`config.mk`:
```
export PLATFORM = sky130hd
export DESIGN_NAME = aes_stream_loader
export DESIGN_NICKNAME = d
export VERILOG_FILES = /design/src/rtl/aes_stream_loader.sv
export SDC_FILE = /design/constraint.sdc
export NUM_CORES = 1
export LEC_CHECK = 0
export BUFFER_PORTS_ARGS = -buffer_cell sky130_fd_sc_hd__buf_2
export CAP_MARGIN = 20
export CORE_ASPECT_RATIO = 1.4
export CORE_MARGIN = 2
export CORE_UTILIZATION = 35
export DETAILED_ROUTE_END_ITERATION = 8
export MAX_ROUTING_LAYER = met4
export SKIP_LAST_GASP = 1
export SLEW_MARGIN = 20
export SYNTH_ARGS = -nofsm -noshare
export SYNTH_HDL_FRONTEND = slang
export SYNTH_SLANG_ARGS = --single-unit
```
`constraint.sdc`:
```
create_clock -name clk -period 28.3 [get_ports clk]
set_input_delay 2.83 -clock clk [delete_from_list [all_inputs] [get_ports clk]]
set_output_delay 2.83 -clock clk [all_outputs]
set_load 0.01 [all_outputs]
```
`src/rtl/aes_stream_loader.sv`:
```
// ---------------------------------------------------------------------------
// aes_stream_loader
//
// Byte-serial front-end for an AES core. Collects a K-bit key followed by a
// 128-bit message from an 8-bit input stream, pulses the core's load/enable,
// waits for the core to finish, then streams the 128-bit result out as 16
// bytes. A watchdog returns to IDLE with a sticky error flag if the core
// never reports done.
//
// Handshakes (both streams): a byte moves on a rising clk edge when the
// producer's valid and the consumer's ready are both high in that cycle.
// The producer holds data stable while valid is high and ready is low;
// valid never depends combinationally on ready.
//
// Parameters:
//   K        key length in bits: 128, 192 or 256
//   CE_HOLD  cycles core_ce stays high once key and message are complete (>= 1)
//   TIMEOUT  cycles allowed from core_ce falling to core_done (>= 1)
//
// Ports:
//   clk, reset              clock, asynchronous active-high reset
//   in_valid/in_data/in_ready     input byte stream (key bytes, then message)
//   core_ce                 load/enable to the core
//   core_key, core_msg      assembled operands, stable from START through RUN
//   core_done, core_result  core completion flag and result
//   out_valid/out_data/out_ready  result byte stream, MSB-first
//   busy                    high in every state except IDLE
//   timeout_err             sticky watchdog flag, cleared by the next input byte
//   dbg_state               current FSM state encoding
// ---------------------------------------------------------------------------
module aes_stream_loader #(
    parameter int K       = 128,
    parameter int CE_HOLD = 2,
    parameter int TIMEOUT = 64
) (
    input  logic           clk,
    input  logic           reset,
    input  logic           in_valid,
    input  logic [7:0]     in_data,
    output logic           in_ready,
    output logic           core_ce,
    output logic [K-1:0]   core_key,
    output logic [127:0]   core_msg,
    input  logic           core_done,
    input  logic [127:0]   core_result,
    output logic           out_valid,
    output logic [7:0]     out_data,
    input  logic           out_ready,
    output logic           busy,
    output logic           timeout_err,
    output logic [2:0]     dbg_state
);

    localparam int NKB     = K / 8;
    localparam int NTOT    = NKB + 16;
    localparam int CNT_MAX = (NTOT > CE_HOLD) ? NTOT : CE_HOLD;
    localparam int CW      = $clog2(CNT_MAX + 1);
    localparam int TW      = $clog2(TIMEOUT + 1);

    typedef enum logic [2:0] {
        S_IDLE  = 3'd0,
        S_LOAD  = 3'd1,
        S_START = 3'd2,
        S_RUN   = 3'd3,
        S_DRAIN = 3'd4
    } state_t;

    state_t          r_state;
    logic [CW-1:0]   r_cnt;      // byte index in LOAD, hold cycles in START, bytes sent in DRAIN
    logic [TW-1:0]   r_tcnt;     // watchdog cycles spent in RUN
    logic [K-1:0]    r_key;
    logic [127:0]    r_msg;
    logic [127:0]    r_res;      // output shift register, top byte is on out_data
    logic            r_in_ready;
    logic            r_core_ce;
    logic            r_out_valid;
    logic            r_busy;
    logic            r_timeout_err;

    logic            w_in_xfer;
    logic            w_out_xfer;

    assign w_in_xfer  = in_valid && r_in_ready;
    assign w_out_xfer = r_out_valid && out_ready;

    always_ff @(posedge clk or posedge reset) begin
        if (reset) begin
            r_state       <= S_IDLE;
            r_cnt         <= '0;
            r_tcnt        <= '0;
            r_key         <= '0;
            r_msg         <= '0;
            r_res         <= '0;
            r_in_ready    <= 1'b0;
            r_core_ce     <= 1'b0;
            r_out_valid   <= 1'b0;
            r_busy        <= 1'b0;
            r_timeout_err <= 1'b0;
        end else begin
            case (r_state)
                S_IDLE: begin
                    r_in_ready <= 1'b1;
                    if (w_in_xfer) begin
                        // Key bytes shift in at the bottom; after NKB bytes
                        // the first byte sits in core_key[K-1:K-8].
                        r_key         <= {r_key[K-9:0], in_data};
                        r_cnt         <= CW'(1);
                        r_timeout_err <= 1'b0;
                        r_busy        <= 1'b1;
                        r_state       <= S_LOAD;
                    end
                end

                S_LOAD: begin
                    if (w_in_xfer) begin
                        if (r_cnt < CW'(NKB)) begin
                            r_key <= {r_key[K-9:0], in_data};
                        end else begin
                            r_msg <= {r_msg[119:0], in_data};
                        end
                        if (r_cnt == CW'(NTOT - 1)) begin
                            // Drop in_ready on the same edge so no extra byte
                            // slips in while the core is loading.
                            r_cnt      <= '0;
                            r_in_ready <= 1'b0;
                            r_core_ce  <= 1'b1;
                            r_state    <= S_START;
                        end else begin
                            r_cnt <= r_cnt + 1'b1;
                        end
                    end
                end

                S_START: begin
                    // core_done is deliberately not looked at here: the core
                    // may still show a stale done while it is being loaded.
                    if (r_cnt == CW'(CE_HOLD - 1)) begin
                        r_core_ce <= 1'b0;
                        r_cnt     <= '0;
                        r_tcnt    <= '0;
                        r_state   <= S_RUN;
                    end else begin
                        r_cnt <= r_cnt + 1'b1;
                    end
                end

                S_RUN: begin
                    // done is tested before the watchdog so it wins a tie.
                    if (core_done) begin
                        r_res       <= core_result;
                        r_out_valid <= 1'b1;
                        r_cnt       <= '0;
                        r_state     <= S_DRAIN;
                    end else if (r_tcnt == TW'(TIMEOUT - 1)) begin
                        r_timeout_err <= 1'b1;
                        r_busy        <= 1'b0;
                        r_in_ready    <= 1'b1;
                        r_tcnt        <= '0;
                        r_state       <= S_IDLE;
                    end else begin
                        r_tcnt <= r_tcnt + 1'b1;
                    end
                end

                S_DRAIN: begin
                    // Shift only on a transfer, so out_data holds while stalled.
                    if (w_out_xfer) begin
                        r_res <= {r_res[119:0], 8'h00};
                        if (r_cnt == CW'(15)) begin
                            r_out_valid <= 1'b0;
                            r_busy      <= 1'b0;
                            r_in_ready  <= 1'b1;
                            r_cnt       <= '0;
                            r_state     <= S_IDLE;
                        end else begin
                            r_cnt <= r_cnt + 1'b1;
                        end
                    end
                end

                default: begin
                    r_state <= S_IDLE;
                end
            endcase
        end
    end

    assign in_ready    = r_in_ready;
    assign core_ce     = r_core_ce;
    assign core_key    = r_key;
    assign core_msg    = r_msg;
    assign out_valid   = r_out_valid;
    assign out_data    = r_res[127:120];
    assign busy        = r_busy;
    assign timeout_err = r_timeout_err;
    assign dbg_state   = r_state;

endmodule

```
==> results.md, run 1 <==
- Async S/R FF share, synth: 1.00
- Synthesized area per cell: 13.5 µm²
- Post-Syn Area: 16,700 µm²
- Total routed wirelength: 39,100 µm
- Post-CTS sizing: 0
- Clock-pin slew on the worst setup and hold paths: 60 ps
- Non-filler cells, final: 2,280
- Max clock buf depth: 3
- GR Overflow Total: 0
- Crit path required time: 28,680 ps
- Final #Nets: 1,764
- Share of layout cells above drive strength 1: 0.302
- Maximum capacitance violations: 0
- Final Max Slew Viols: 0
- GPL Wtd Cong: 0.792
- Vias in the first global route: 11,100
- Detailed placer's ending HPWL: 27,300 µm
- Worst path arrival time: 6160 ps
- Synth Register Bits: 405
- DRC Markers: 0
- Status: finished, final reports clean
- I/O Buffers: 412
- Top cell type by total area after synthesis: dfrtp_1
- Initial antenna violation count: 4
- Most common flop cell mapped by yosys: dfrtp_1
- Routed WL per cell: 17.1 µm
- Layout Utilization: 0.436
- Post-CTS Setup Repair Bufs: 0
- Synth top area share: 0.607
- Initial Util: 0.355
- Area contributors post-synth: dfrtp_1, mux2_1, mux2i_1, o21ai_1, nand2_1
- CTS tree: built
- Worst-Margin Slew: 1020 ps
- Total number of vias: 10,700
- CTS hold repair buffers: 0
- Kind of critical path: input port to register
- Drt pass-1 iters: 4
- Worst skew pair latency: 550 ps
- TNS Setup: 0 ps
- Row count: 94
- IO Count: 413
- Die height: 263 µm
- Global-route wire length before repair: 62,800 µm
- GRT Total Usage: 0.163
- Critical path capture point type: register
- DRT antenna net count: 0
- CTS Root Cell: clkbuf_16
- Worst-path fanout max: 115
- Max-slew headroom: 0.318
- CP startpoint kind: input port
- Power Dens Cells: 84.2 nW/µm²
- Upper clock frequency limit: 0.173 GHz
- Yosys warnings: 0
- Syn nets: 1,378
- Final Hold Fails: 0
- Maximum number of pins on one net before global-route repair: 130
- Die area: 49,500 µm²
- Initial drt markers: 584
- CTS H-tree lvls: 2
- Vias/cell: 4.71
- Number of buffers created by CTS: 42
- Leakage: 10.5 nW
- Core footprint: 47,000 µm²
- Fin crit period: 5780 ps
- Clock Sink Count: 405
- Cell count after synthesis: 1,234
- Setup Viol. Count Final: 0
- Area grow syn2layout: 22.7%
- Clk_skew: 9.44 ps
- Die Wd: 189 µm
- Layout fillers: 4,486
- Netlist cell types: 51
- Placed cells: 2,199
- Final worst-path cycle share: 0.204
- VDD IR-drop max: 0.0000748 V
- Number of synthesized flops with an enable pin: 0
- RSZ-0062 raised after global routing: no
- Hold Crit Class: register to register
- Register area share after synthesis: 0.607
## stage by stage
step                total power, mW  setup WS [ps]  instance area, µm²  hold slack [ps]
detailed placement             1.20          21950               19100              469
global placement               1.19          22060               19100              462
floorplan                      1.01          14200               16700              450
CTS                            1.76          22560               20500              483
global route                   1.82          22170               20500              492
finish                         1.73          22520               20500              477
## logic make-up after synthesis
family / synth area share
multiplexers: 0.247
flip-flops: 0.607
AO/OA/AOI/OAI: 0.0608
AND/OR/NAND/NOR: 0.0485
buffers and inverters: 0.0349
adder cells (fa/ha/maj): 0.00225
## registers in the layout (all words and copies together) (netlist names), 3 cells and up
name       cells
dbg_state      3
core_key     128
core_msg     128
r_res        128
r_cnt          6
r_tcnt         7
## per-layer routing
| layer | share of wire | vias up | GRT usage |
|---|---|---|---|
| met3 | 0.050 | 79 | 0.0338 |
| met2 | 0.50 | 287 | 0.266 |
| li1 | - | 5142 | - |
| met1 | 0.41 | 5238 | 0.195 |
| met5 | 0 | - | - |
| met4 | 0.041 | 0 | 0.0728 |
## synthesized netlist by cell type, types with 3 or more instances
cell / instances
and3_1: 4
a22o_1: 10
o21ai_0: 10
buf_2: 19
buf_6: 13
mux2i_1: 123
nor2_1: 11
nand2_1: 136
nand3_1: 4
buf_4: 35
o21a_1: 3
ha_1: 3
o311ai_0: 3
a21oi_1: 12
and3b_1: 3
clkbuf_1: 17
o21ai_1: 116
mux2_1: 256
nor4_1: 3
dfrtp_1: 405
o31ai_1: 4
nor3_1: 4
inv_1: 4
## worst paths after layout
kind	cells after the start	from	endpoint	slack, ps
worst max register to register	6	dbg_state[1]	r_res[76]	24110
worst min-delay path	2	r_res[75]	r_res[75]	480
worst max-delay path	6	core_done	r_res[76]	22520
worst min register to register	2	r_res[75]	r_res[75]	480
min in group asynchronous	2	reset	core_key[125]	2470
max in group asynchronous	4	reset	timeout_err	23580
## area by class of cell
cell class	count	area [µm²]	area share
flip-flops and latches	405	10100	0.494
well taps	624	781	0.0381
multi-input cells	741	6020	0.294
inverters	4	22.5	0.00110
clock buffers	66	1260	0.0616
repair buffers	426	2190	0.107
clock inverters	10	85.1	0.00415
diodes	4	10.0	0.000488
## cell usage in the layout (no fill, tap or decap), types with 11 or more instances in the layout
cell type / n
buf_2: 412
dfrtp_1: 405
mux2_1: 256
nand2_1: 136
mux2i_1: 123
o21ai_1: 116
clkbuf_16: 43
clkbuf_1: 13
buf_4: 13
a21oi_1: 11
## power breakdown
part           internal, mW  total [mW]  switching (mW)
clock network         0.316       0.542           0.227
logic                 0.182       0.393           0.211
registers             0.699       0.790          0.0910
## critical path, stage by stage
cell	delay, ps
buf_2	130
and4b_1	380
a31oi_4	700
buf_4	860
buf_4	940
o21ai_0	220
Note: power is estimated with default switching activity, not from simulation.
==> run 2: changes to the inputs <==
Settings changed: ABC_AREA set to 1.
Clock period 28.3 ns to 5.6 ns, I/O delays scaled along.
==> run 2 against run 1 <==
  * Critical path type is now register to register
  * Setup slack got worse by 20000 ps
  * Combinational power increased to 8.2 times the previous value
  * Non-clock buffer count decreased by 3
  * Largest cell class unchanged
  * Sequential power increased to 5.7 times the previous value
==> results.md, run 2 <==
- Post-Syn Area: 17,100 µm²
- Synth Register Bits: 405
- Number of buffers created by CTS: 41
- CTS H-tree lvls: 2
- Clk_skew: 16.2 ps
- Area contributors post-synth: dfrtp_1, nand2_1, inv_1, o21ai_0, o211ai_1
- Syn nets: 2,016
- IO Count: 413
- Worst-Margin Slew: 1000 ps
- Global-route wire length before repair: 72,700 µm
- DRC Markers: 0
- Power Dens Cells: 510 nW/µm²
- RSZ-0062 raised after global routing: no
- Number of synthesized flops with an enable pin: 0
- Worst skew pair latency: 540 ps
- Cell count after synthesis: 1,872
- Placed cells: 2,804
- Hold Crit Class: input port to async pin
- Clock-pin slew on the worst setup and hold paths: 60 ps
- Drt pass-1 iters: 5
- Initial antenna violation count: 5
- Cells on worst reg2reg path: 7
- Synth top cells by count: dfrtp_1, nand2_1, inv_1
- Area of the multi-input gates: 5160 µm²
- Critical path capture point type: register
- Area grow syn2layout: 21.7%
- GRT Total Usage: 0.186
- Netlist cell types: 30
- Final worst-path cycle share: 0.520
- FF-to-FF End: r_res[90]
- CP startpoint kind: register
- Worst path arrival time: 3290 ps
- Synthesized area per cell: 9.11 µm²
- VDD IR-drop max: 0.000670 V
- Layout fillers: 4,771
- Total number of vias: 13,500
- Max-slew headroom: 0.332
- Routed WL per cell: 16.0 µm
- Final Max Slew Viols: 0
- DRT antenna net count: 0
- Vias in the first global route: 13,300
- Row count: 95
- Fin crit period: 2910 ps
- GR Overflow Total: 0
- Most common flop cell mapped by yosys: dfrtp_1
- Total routed wirelength: 46,000 µm
- Initial Util: 0.355
- Post-CTS Setup Repair Bufs: 0
- CTS tree: built
- Initial drt markers: 801
- Clock Sink Count: 405
- Die height: 265 µm
- Final Hold Fails: 0
- Setup Viol. Count Final: 0
- I/O Buffers: 412
- Post-CTS sizing: 0
- CTS Root Cell: clkbuf_16
- Core footprint: 48,000 µm²
- Detailed placer's ending HPWL: 32,400 µm
- Async S/R FF share, synth: 1.00
- Die Wd: 191 µm
- Share of layout cells above drive strength 1: 0.227
- Cell with the most instances after synthesis: dfrtp_1
- CTS hold repair buffers: 0
- Kind of critical path: register to register
- Synth top area share: 0.594
- Top cell type by total area after synthesis: dfrtp_1
- Vias/cell: 4.69
- Status: finished, final reports clean
- Crit path required time: 5980 ps
- Maximum number of pins on one net before global-route repair: 231
- Total power: 10.6 mW
- Max clock buf depth: 3
- RR Startpoint: dbg_state[0]
- Worst-path fanout max: 130
- Maximum capacitance violations: 0
- Final #Nets: 2,362
- Upper clock frequency limit: 0.343 GHz
- Most frequent cells in the layout: buf_2, dfrtp_1, nand2_1
- FF/Latch Area: 10,100 µm²
- Yosys warnings: 0
- Register area share after synthesis: 0.594
- GPL Wtd Cong: 0.827
- Non-filler cells, final: 2,883
- Commonest non-fill, non-tap cell in the layout: buf_2
- Leakage: 10.7 nW
- Die area: 50,500 µm²
- R2R setup slack: 2690 ps
==> run 2: cell count changes in the layout (fill, tap and decap cells not counted), sizes merged, moves of 102 or more <==
cell | before | now
a21oi | 12 | 122
inv | 6 | 268
mux2 | 257 | 0
mux2i | 123 | 0
nand2 | 136 | 367
nor2 | 11 | 155
o211ai | 2 | 104
o21ai | 126 | 266
==> run 2: how the worst max path moves through the flow <==
stage            startpoint           end  slack (ps)  depth (start not counted)
2_1_floorplan         reset          busy        -420                          1
3_3_place_gp       in_valid  core_key[91]        2660                          7
3_5_place_dp       in_valid  core_key[14]        2520                          7
4_1_cts        dbg_state[0]     r_res[90]        2720                          7
5_1_grt        dbg_state[0]     r_res[90]        2430                          7
6_report       dbg_state[0]     r_res[90]        2690                          7
==> run 2: layer usage <==
layer | track usage | up-vias | part of all wire
met5 | - | - | 0
met4 | 0.0664 | 0 | 0.032
met3 | 0.0397 | 80 | 0.064
met2 | 0.314 | 368 | 0.50
met1 | 0.219 | 6369 | 0.41
li1 | - | 6695 | -
==> run 2: kinds of logic after synthesis <==
| group | count (synthesis) | synth area share |
|---|---|---|
| AOI/OAI and AO/OA | 500 | 0.165 |
| xor gates and xnor gates | 2 | 0.00103 |
| adders and majority gates | 3 | 0.00220 |
| buffers and inverters | 390 | 0.104 |
| DFF | 405 | 0.594 |
| and+or+nand+nor | 572 | 0.133 |
==> run 2: area by class of cell <==
class                   instances  share of cell area
well taps                     630              0.0380
clock inverters                10             0.00796
clock buffers                  61              0.0599
repair buffers                423               0.107
flip-flops and latches        405               0.488
inverters                     270              0.0493
multi-input cells            1077               0.249
diodes                          7            0.000844
==> run 2: stage by stage <==
stage	setup slack [ps]	area, µm²	hold WS [ps]	utilization	setup TNS [ps]
6_report	2690	20700	235	0.432	0
5_1_grt	2430	20700	272	0.432	0
4_1_cts	2720	20700	245	0.431	0
3_5_place_dp	2520	19300	453	0.402	0
3_3_place_gp	2660	19300	453	0.402	0
2_1_floorplan	-416	17100	457	-	-168360
==> run 2: report_power, final <==
| group | internal [mW] | switching [mW] |
|---|---|---|
| Clock | 1.72 | 1.15 |
| Sequential | 3.91 | 0.558 |
| Combinational | 1.13 | 2.11 |
==> run 2: worst max-delay path, cell delays in order, from the launching register on <==
cell	delay [ps]
dfrtp_1	530
nor2_4	190
nand2_2	240
inv_6	650
buf_4	600
nand2_1	160
o211ai_1	130
o21ai_0	110
==> run 3: changes to the inputs <==
Clock period 5.6 ns to 2.8 ns, I/O delays scaled along.
==> run 3 against run 2 <==
  * Cell area up 3.6%
  * Largest cell class unchanged
  * Clock skew about the same
  * Largest power group unchanged
  * Flip-flop and latch count unchanged
  * Non-clock buffer count up 73
  * Hold slack worse by 210 ps
==> results.md, run 3 (same netlist as run 2, synthesis figures left out) <==
- Depth of the worst hold-timing path: 3
- GPL Wtd Cong: 0.830
- Sequential share of power: 0.418
- Switching share of power: 0.361
- Hold Crit Class: input port to register
- Leakage: 11.0 nW
- Most frequent cells in the layout: buf_2, dfrtp_1, nand2_1
- Setup Viol. Count Final: 0
- Post-Place Cell Area: 19,600 µm²
- Row count: 95
- Delay-heaviest family, CP: simple AND/OR/NAND/NOR gates
- Detailed placer's ending HPWL: 33,700 µm
- Worst path max stage delay: 620 ps
- Final Max Slew Viols: 0
- Max clock buf depth: 3
- Maximum number of pins on one net before global-route repair: 257
- VDD IR-drop max: 0.000655 V
- Max-slew headroom: 0.368
- Final worst-path cycle share: 0.821
- Non-filler cells, final: 2,949
- Post-CTS Setup Repair Bufs: 0
- Upper clock frequency limit: 0.435 GHz
- CTS Root Cell: clkbuf_16
- Clock-pin slew on the worst setup and hold paths: 70 ps
- IO Count: 413
- Crit path required time: 3240 ps
- Share of layout cells above drive strength 1: 0.229
- Critical path depth in cells: 8
- Initial Util: 0.355
- Clock Sink Count: 405
- Drt pass-1 iters: 5
- Final Hold Fails: 0
- Status: finished, final reports clean
- RSZ-0062 raised after global routing: no
- Power Dens Cells: 994 nW/µm²
- Comb power frac: 0.317
- Worst path arrival time: 2740 ps
- Final instance area: 21,500 µm²
- Maximum capacitance violations: 0
- Die area: 50,500 µm²
- CTS H-tree lvls: 2
- Power Internal: 13.6 mW
- I/O Buffers: 412
- Total number of vias: 13,800
- CP startpoint kind: register
- Global-route wire length before repair: 74,500 µm
- Core footprint: 48,000 µm²
- Total routed wirelength: 47,000 µm
- Worst path bufs/invs: 2
- CTS tree: built
- Initial antenna violation count: 4
- Number of buffers created by CTS: 41
- Worst-path fanout max: 35
- Worst skew pair latency: 540 ps
- Placed cells: 2,827
- Worst-Margin Slew: 948 ps
- Critical Path Slowest Stage Cell: dfrtp_1
- Area grow syn2layout: 26.0%
- DRT antenna net count: 0
- Die height: 265 µm
- DRC Markers: 0
- Kind of critical path: register to register
- Clock power share: 0.265
- Fin crit period: 2300 ps
- Final #Nets: 2,435
- Critical path capture point type: register
- Vias in the first global route: 14,000
- Final Hold Slack: 27.1 ps
- Initial drt markers: 840
- Cells along the critical path: nand2_2 -> nor2_4 -> nand2_2 -> o21ai_4 -> buf_12 -> buf_12 -> o211ai_1 -> o21ai_1
- Clk_skew: 16.5 ps
- GR Overflow Total: 0
- Die Wd: 191 µm
- Routed WL per cell: 15.9 µm
- Commonest non-fill, non-tap cell in the layout: buf_2
- Vias/cell: 4.67
- Sw Pwr: 7.71 mW
- Cells on worst reg2reg path: 8
- GRT Total Usage: 0.191
## run 3: changes by cell type in the layout (fill, tap and decap cells not counted), moves of 3 or more
cell,previous run,this run
inv_6,1,4
buf_4,6,18
buf_12,4,15
clkinvlp_4,1,4
dlygate4sd3_1,0,51
clkbuf_1,7,4
clkbuf_8,12,5
## run 3: stage by stage
step	utilization	setup TNS [ps]	total power, mW	setup WS, ps
2_1_floorplan	-	-1188960	13.3	-2940
3_3_place_gp	0.408	0	15.6	549
3_5_place_dp	0.408	0	15.8	528
4_1_cts	0.447	0	21.7	480
5_1_grt	0.447	0	22.9	294
6_report	0.447	0	21.4	501
## run 3: final timing paths
path,from,to,slack (ps)
hold / removal,core_result[29],r_res[29],30
hold reg to reg,core_key[126],core_key[126],470
max in group asynchronous,reset,r_res[9],1520
setup / recovery,dbg_state[0],r_res[28],500
min in group asynchronous,reset,r_res[102],420
setup reg to reg,dbg_state[0],r_res[28],500
## run 3: cell type report
type	instances	area (µm²)
Antenna cell	5	12.5
Inverter	270	1020
Fill cell	4676	26500
Sequential cell	405	10100
Tap cell	630	788
Clock buffer	50	1110
Multi-Input combinational cell	1077	5160
Clock inverter	16	249
Timing Repair Buffer	496	3010
## run 3: repair_timing
action                                 CTS  global route
hold buffers                            51             0
gates resized for setup                  0             0
endpoints found under the hold margin   58             0
## run 3: routing by layer
layer | global-route usage | vias up | part of all wire
met5 | - | - | 0
met4 | 0.0670 | 0 | 0.033
met3 | 0.0398 | 82 | 0.062
met2 | 0.325 | 373 | 0.50
met1 | 0.222 | 6478 | 0.40
li1 | - | 6838 | -
## run 3: power groups by stage
stage                     Clock (mW)  Combinational [mW]  Sequential (mW)
after CTS                       5.85                6.89             8.94
final                           5.66                6.77             8.92
after global placement             0                6.66             8.95
after detailed placement           0                6.79             9.02
after global routing            6.05                7.74             9.15
after floorplan                    0                4.12             9.22
## run 3: tightest hold or removal path, cell delays in order
cell and delay [ps]:
buf_2 90, o211ai_1 90, o21ai_1 70
